$ cat config.mk
export PLATFORM = sky130hd
export DESIGN_NAME = wb_cpu_master
export DESIGN_NICKNAME = d
export VERILOG_FILES = /design/src/rtl/wb_cpu_master.sv
export SDC_FILE = /design/constraint.sdc
export NUM_CORES = 1
export LEC_CHECK = 0
export CAP_MARGIN = 20
export CORE_ASPECT_RATIO = 1.75
export CORE_MARGIN = 2
export CORE_UTILIZATION = 40
export CTS_BUF_LIST = sky130_fd_sc_hd__clkbuf_16
export CTS_CLUSTER_DIAMETER = 120
export CTS_CLUSTER_SIZE = 20
export DETAILED_ROUTE_END_ITERATION = 7
export PLACE_DENSITY = 0.86
export SLEW_MARGIN = 25
export SYNTH_ARGS = -nofsm -noshare
export SYNTH_HDL_FRONTEND = slang
export SYNTH_SLANG_ARGS = --single-unit
$ cat constraint.sdc
create_clock -name clk_i -period 2.91 [get_ports clk_i]
set_clock_uncertainty 0.2 [all_clocks]
set_input_delay 0.4365 -clock clk_i [delete_from_list [all_inputs] [get_ports clk_i]]
set_output_delay 0.4365 -clock clk_i [all_outputs]
set_load 0.03 [all_outputs]
$ cat src/rtl/wb_cpu_master.sv
// wb_cpu_master: Wishbone classic single-cycle master between the 6507 CPU
// core and the wb_tia register slave. Each CPU request becomes exactly one
// STB/ACK transaction. The CPU is held while the slave stalls (WSYNC).
// Optional build macro WB_TIMEOUT_EN aborts a transaction that gets no ack
// within TIMEOUT_CYCLES bus cycles. An aborted transaction pulses cpu_err_o.
module wb_cpu_master #(
  parameter int WB_DATA_WIDTH  = 8,
  parameter int WB_ADDR_WIDTH  = 7,
  parameter int TIMEOUT_CYCLES = 255
) (
  input  logic                     clk_i,
  input  logic                     rst_ni,
  input  logic                     cpu_req_i,
  input  logic                     cpu_we_i,
  input  logic [15:0]              cpu_addr_i,
  input  logic [WB_DATA_WIDTH-1:0] cpu_wdata_i,
  output logic [WB_DATA_WIDTH-1:0] cpu_rdata_o,
  output logic                     cpu_done_o,
  output logic                     cpu_err_o,
  output logic                     cpu_busy_o,
  output logic                     stb_o,
  output logic                     cyc_o,
  output logic                     we_o,
  output logic [WB_ADDR_WIDTH-1:0] adr_o,
  output logic [WB_DATA_WIDTH-1:0] dat_o,
  input  logic                     ack_i,
  input  logic [WB_DATA_WIDTH-1:0] dat_i,
  input  logic                     stall_i
);

  typedef enum logic [1:0] {IDLE, BUS, CHECK, STALL} state_e;

  state_e                   state_q, state_d;
  logic                     stb_q, stb_d;
  logic                     we_q, we_d;
  logic [WB_ADDR_WIDTH-1:0] adr_q, adr_d;
  logic [WB_DATA_WIDTH-1:0] dat_q, dat_d;
  logic [WB_DATA_WIDTH-1:0] rdata_q, rdata_d;
  logic                     done_q, done_d;
  logic                     busy_q, busy_d;
  logic                     err_d;

  // Only the low address bits reach the TIA bus.
  logic unused_addr_bits;
  assign unused_addr_bits = ^cpu_addr_i[15:WB_ADDR_WIDTH];

`ifdef WB_TIMEOUT_EN
  localparam logic [7:0] TIMEOUT_LAST = 8'(TIMEOUT_CYCLES - 1);

  logic [7:0] cnt_q, cnt_d;
  logic       err_q;

  // Timeout counter and error pulse register.
  always_ff @(posedge clk_i or negedge rst_ni) begin
    if (!rst_ni) begin
      cnt_q <= '0;
      err_q <= 1'b0;
    end else begin
      cnt_q <= cnt_d;
      err_q <= err_d;
    end
  end

  assign cpu_err_o = err_q;
`else
  logic [31:0] unused_timeout;
  assign unused_timeout = TIMEOUT_CYCLES;
  assign cpu_err_o      = 1'b0;
`endif

  // State and registered outputs.
  // NOTE: sequential state uses non-blocking assignments so every register
  // samples the pre-edge value of every other register.
  always_ff @(posedge clk_i or negedge rst_ni) begin
    if (!rst_ni) begin
      state_q <= IDLE;
      stb_q   <= 1'b0;
      we_q    <= 1'b0;
      adr_q   <= '0;
      dat_q   <= '0;
      rdata_q <= '0;
      done_q  <= 1'b0;
      busy_q  <= 1'b0;
    end else begin
      state_q <= state_d;
      stb_q   <= stb_d;
      we_q    <= we_d;
      adr_q   <= adr_d;
      dat_q   <= dat_d;
      rdata_q <= rdata_d;
      done_q  <= done_d;
      busy_q  <= busy_d;
    end
  end

  // Next-state and next-output logic.
  // NOTE: every target gets a default first, so no path can infer a latch.
  always_comb begin
    state_d = state_q;
    stb_d   = stb_q;
    we_d    = we_q;
    adr_d   = adr_q;
    dat_d   = dat_q;
    rdata_d = rdata_q;
    done_d  = 1'b0;
    err_d   = 1'b0;
`ifdef WB_TIMEOUT_EN
    cnt_d   = cnt_q;
`endif
    case (state_q)
      IDLE: begin
        // busy_q still covers the done/err cycle, so a request there is ignored.
        if (cpu_req_i && !busy_q) begin
          we_d    = cpu_we_i;
          adr_d   = cpu_addr_i[WB_ADDR_WIDTH-1:0];
          dat_d   = cpu_wdata_i;
          stb_d   = 1'b1;
          state_d = BUS;
`ifdef WB_TIMEOUT_EN
          cnt_d   = '0;
`endif
        end
      end
      BUS: begin
        if (ack_i) begin
          stb_d   = 1'b0;
          if (!we_q) rdata_d = dat_i;
          state_d = CHECK;
        end
`ifdef WB_TIMEOUT_EN
        else if (cnt_q == TIMEOUT_LAST) begin
          stb_d   = 1'b0;
          err_d   = 1'b1;
          if (!we_q) rdata_d = '1;
          state_d = IDLE;
        end else begin
          cnt_d = cnt_q + 8'd1;
        end
`endif
      end
      CHECK: begin
        // The slave raises stall on the same edge as ack; look at it once settled.
        if (stall_i) begin
          state_d = STALL;
        end else begin
          done_d  = 1'b1;
          state_d = IDLE;
        end
      end
      STALL: begin
        if (!stall_i) begin
          done_d  = 1'b1;
          state_d = IDLE;
        end
      end
      default: state_d = IDLE;
    endcase
    busy_d = (state_d != IDLE) || done_d || err_d;
  end

  assign stb_o       = stb_q;
  assign cyc_o       = stb_q;
  assign we_o        = we_q;
  assign adr_o       = adr_q;
  assign dat_o       = dat_q;
  assign cpu_rdata_o = rdata_q;
  assign cpu_done_o  = done_q;
  assign cpu_busy_o  = busy_q;

endmodule
==> flow_summary.json <==
{
  "ff2ff_setup_slack_ns": 0.99,
  "hold_ws_ns": 0.3024,
  "fin_util": 0.6530,
  "status": "finished, final reports clean",
  "power.density_nw_per_um2": 1263,
  "syn-num-nets": 113,
  "first_global_vias": 929,
  "antenna_cells": 0,
  "cp-end-kind": "flip-flop",
  "synth_top_area_share": 0.6080,
  "clk_pin_slew_ns": 0.05,
  "synth.area.top_cells": "dfrtp_1, mux2_2, mux2_4",
  "final_nets": 173,
  "fin_ws_ns": 0.8594,
  "initial_utilization": 0.4123,
  "r2r-start": "state_q[0]",
  "grt_max_degree": 30,
  "ys_top_cells_by_count": "dfrtp_1, mux2_2, mux2_4",
  "insertion_delay_ns": 0.27,
  "totalWireLength_mm": 2.658,
  "ys_warn_count": 0,
  "syn_area_per_cell_um2": 15.92,
  "drc": 0,
  "cts_root_buffer": "clkbuf_16",
  "cts_tree": "done",
  "rsz0062_at_grt": "no",
  "drive_above_1_share": 0.2519,
  "rr_worst_depth": 3,
  "placed_cells": 156,
  "grt_usage": 0.1773,
  "htreeDepth": 2,
  "slew_viol_final": 0,
  "gp_congestion": 0.7420,
  "synth_cell_types": 19,
  "finalHoldViolCount": 0,
  "hold_class": "flip-flop to flip-flop",
  "dp_hpwl_mm": 1.960,
  "rows": 26,
  "holdPathEnd": "dat_o[1]",
  "finalSetupViolCount": 0,
  "vdd_drop_max_mv": 0.8127,
  "dieWidth_um": 45.30,
  "synth_edf_count": 0,
  "max_freq_mhz": 487.7,
  "syn_inst": 75,
  "fin_crit_sh": 0.7047,
  "cts_hold_buf": 0,
  "cap_violations": 0,
  "synth_ff_type": "dfrtp_1",
  "critPathLaunchType": "input port",
  "max_stage_delay_ns": 0.51,
  "worstPathRequired_ns": 2.86,
  "antenna_found_initial": 0,
  "p_leak_uw": 0.0008093,
  "crit_type": "input port to flip-flop",
  "min_path_cells": 1,
  "worstPathMaxFanout": 14,
  "crit_arrival_ns": 2.00,
  "cts.sinks": 29,
  "avgViaCountPerCell": 5.049,
  "ant_nets": 0,
  "syn_area_um2": 1194,
  "drt-initial-drc-count": 12,
  "slowest_stage": "clkdlybuf4s50_1",
  "postCtsSetupBuffers": 0,
  "dp_slack_ns": 0.5795,
  "core_area_um2": 2895,
  "min_from": "dat_o[1]",
  "firstDrtPassIters": 4,
  "port_buffers": 56,
  "yosysTopAreaCell": "dfrtp_1",
  "wl_per_cell_um": 16.31,
  "rr_endpoint": "dat_o[0]",
  "grt_pass1_wl_mm": 4.353,
  "globalRoute.totalOverflow": 0,
  "vias": 823,
  "io_pins": 67,
  "setup_tns_ns": 0,
  "cts_made_buffers": 5,
  "ys_ff_latch": 29,
  "ys_seq_area_frac": 0.6080,
  "dieArea_um2": 3454,
  "crit_chain": "clkdlybuf4s50_1 -> nor4b_4 -> buf_4 -> mux2_2",
  "synthArstFlopShare": 1.000,
  "fin_cells": 163,
  "cts.path.max_buffers": 2,
  "post-synth-top-count-cell": "dfrtp_1",
  "cts_resized": 0,
  "fp.dieH_um": 76.27,
  "area_growth_pct": 58.39,
  "fin_crit_ns": 2.051
}
[where the power goes]
group          total (µW)  leakage [µW]  internal [µW]  switching [µW]
Sequential            742      0.000346            607             136
Clock                 461     0.0000685            303             157
Combinational        1180      0.000395            590             594
Total                2390      0.000809           1500             887
[final cells by class]
type | instances | area [µm²]
Tap cell | 28 | 35.03
Multi-Input combinational cell | 39 | 414.1
Sequential cell | 29 | 725.7
Fill cell | 217 | 1005
Clock inverter | 2 | 7.507
Clock buffer | 5 | 125.1
Timing Repair Buffer | 58 | 575.6
Inverter | 2 | 7.507
[logic make-up (layout without fill, tap and decap cells)]
kind of cell | count (synthesis) | count (layout) | synth area share
compound gates | 4 | 4 | 0.02097
mux | 24 | 24 | 0.2547
buf+inv | 7 | 67 | 0.04506
other cells | 1 | 1 | 0.003142
simple gates | 10 | 10 | 0.06813
flops | 29 | 29 | 0.6080
[through the flow]
step	total power (µW)	area, µm²
6_report	2387	1891
5_1_grt	2503	1891
4_1_cts	2417	1891
3_5_place_dp	1937	1758
3_3_place_gp	1901	1758
2_1_floorplan	1462	1194
[state kept, by name (all words and copies together) (netlist names)]
| signal | count |
|---|---|
| state_q | 2 |
| dat_o | 8 |
| cpu_done_o | 1 |
| cpu_rdata_o | 8 |
| we_o | 1 |
| cyc_o | 1 |
| adr_o | 7 |
| cpu_busy_o | 1 |
[routing by layer]
metal	share of wire	track usage
met3	0.073	0.07109
met4	0.023	0.07647
met5	0	0
met2	0.55	0.3071
met1	0.35	0.1740
[worst max-delay path: cells and delay by family]
| kind | cells | cell delay, ns |
|---|---|---|
| buffers and inverters | 2 | 0.84 |
| muxes | 1 | 0.37 |
| and+or+nand+nor | 1 | 0.36 |
[cell usage in the layout (no fill, tap or decap), types with 2 or more instances in the layout]
cell type and n:
buf_4 2, clkbuf_16 5, clkdlybuf4s50_1 56, dfrtp_1 29, inv_1 3, mux2_2 15
mux2_4 9, nand2_1 2, nand2b_1 2, nor2b_1 2, o21ai_0 2
[worst max-delay path by stage]
| stage | cells past startpoint | slack [ns] | to | startpoint |
|---|---|---|---|---|
| final | 4 | 0.86 | dat_o[0] | cpu_req_i |
| after floorplan | 3 | 1.09 | adr_o[0] | cpu_busy_o |
| after CTS | 4 | 0.87 | dat_o[0] | cpu_req_i |
| after global routing | 4 | 0.80 | dat_o[0] | cpu_req_i |
| after detailed placement | 4 | 0.58 | dat_o[0] | cpu_req_i |
| after global placement | 4 | 0.61 | dat_o[1] | cpu_req_i |
Note: power is estimated with default switching activity, not from simulation.
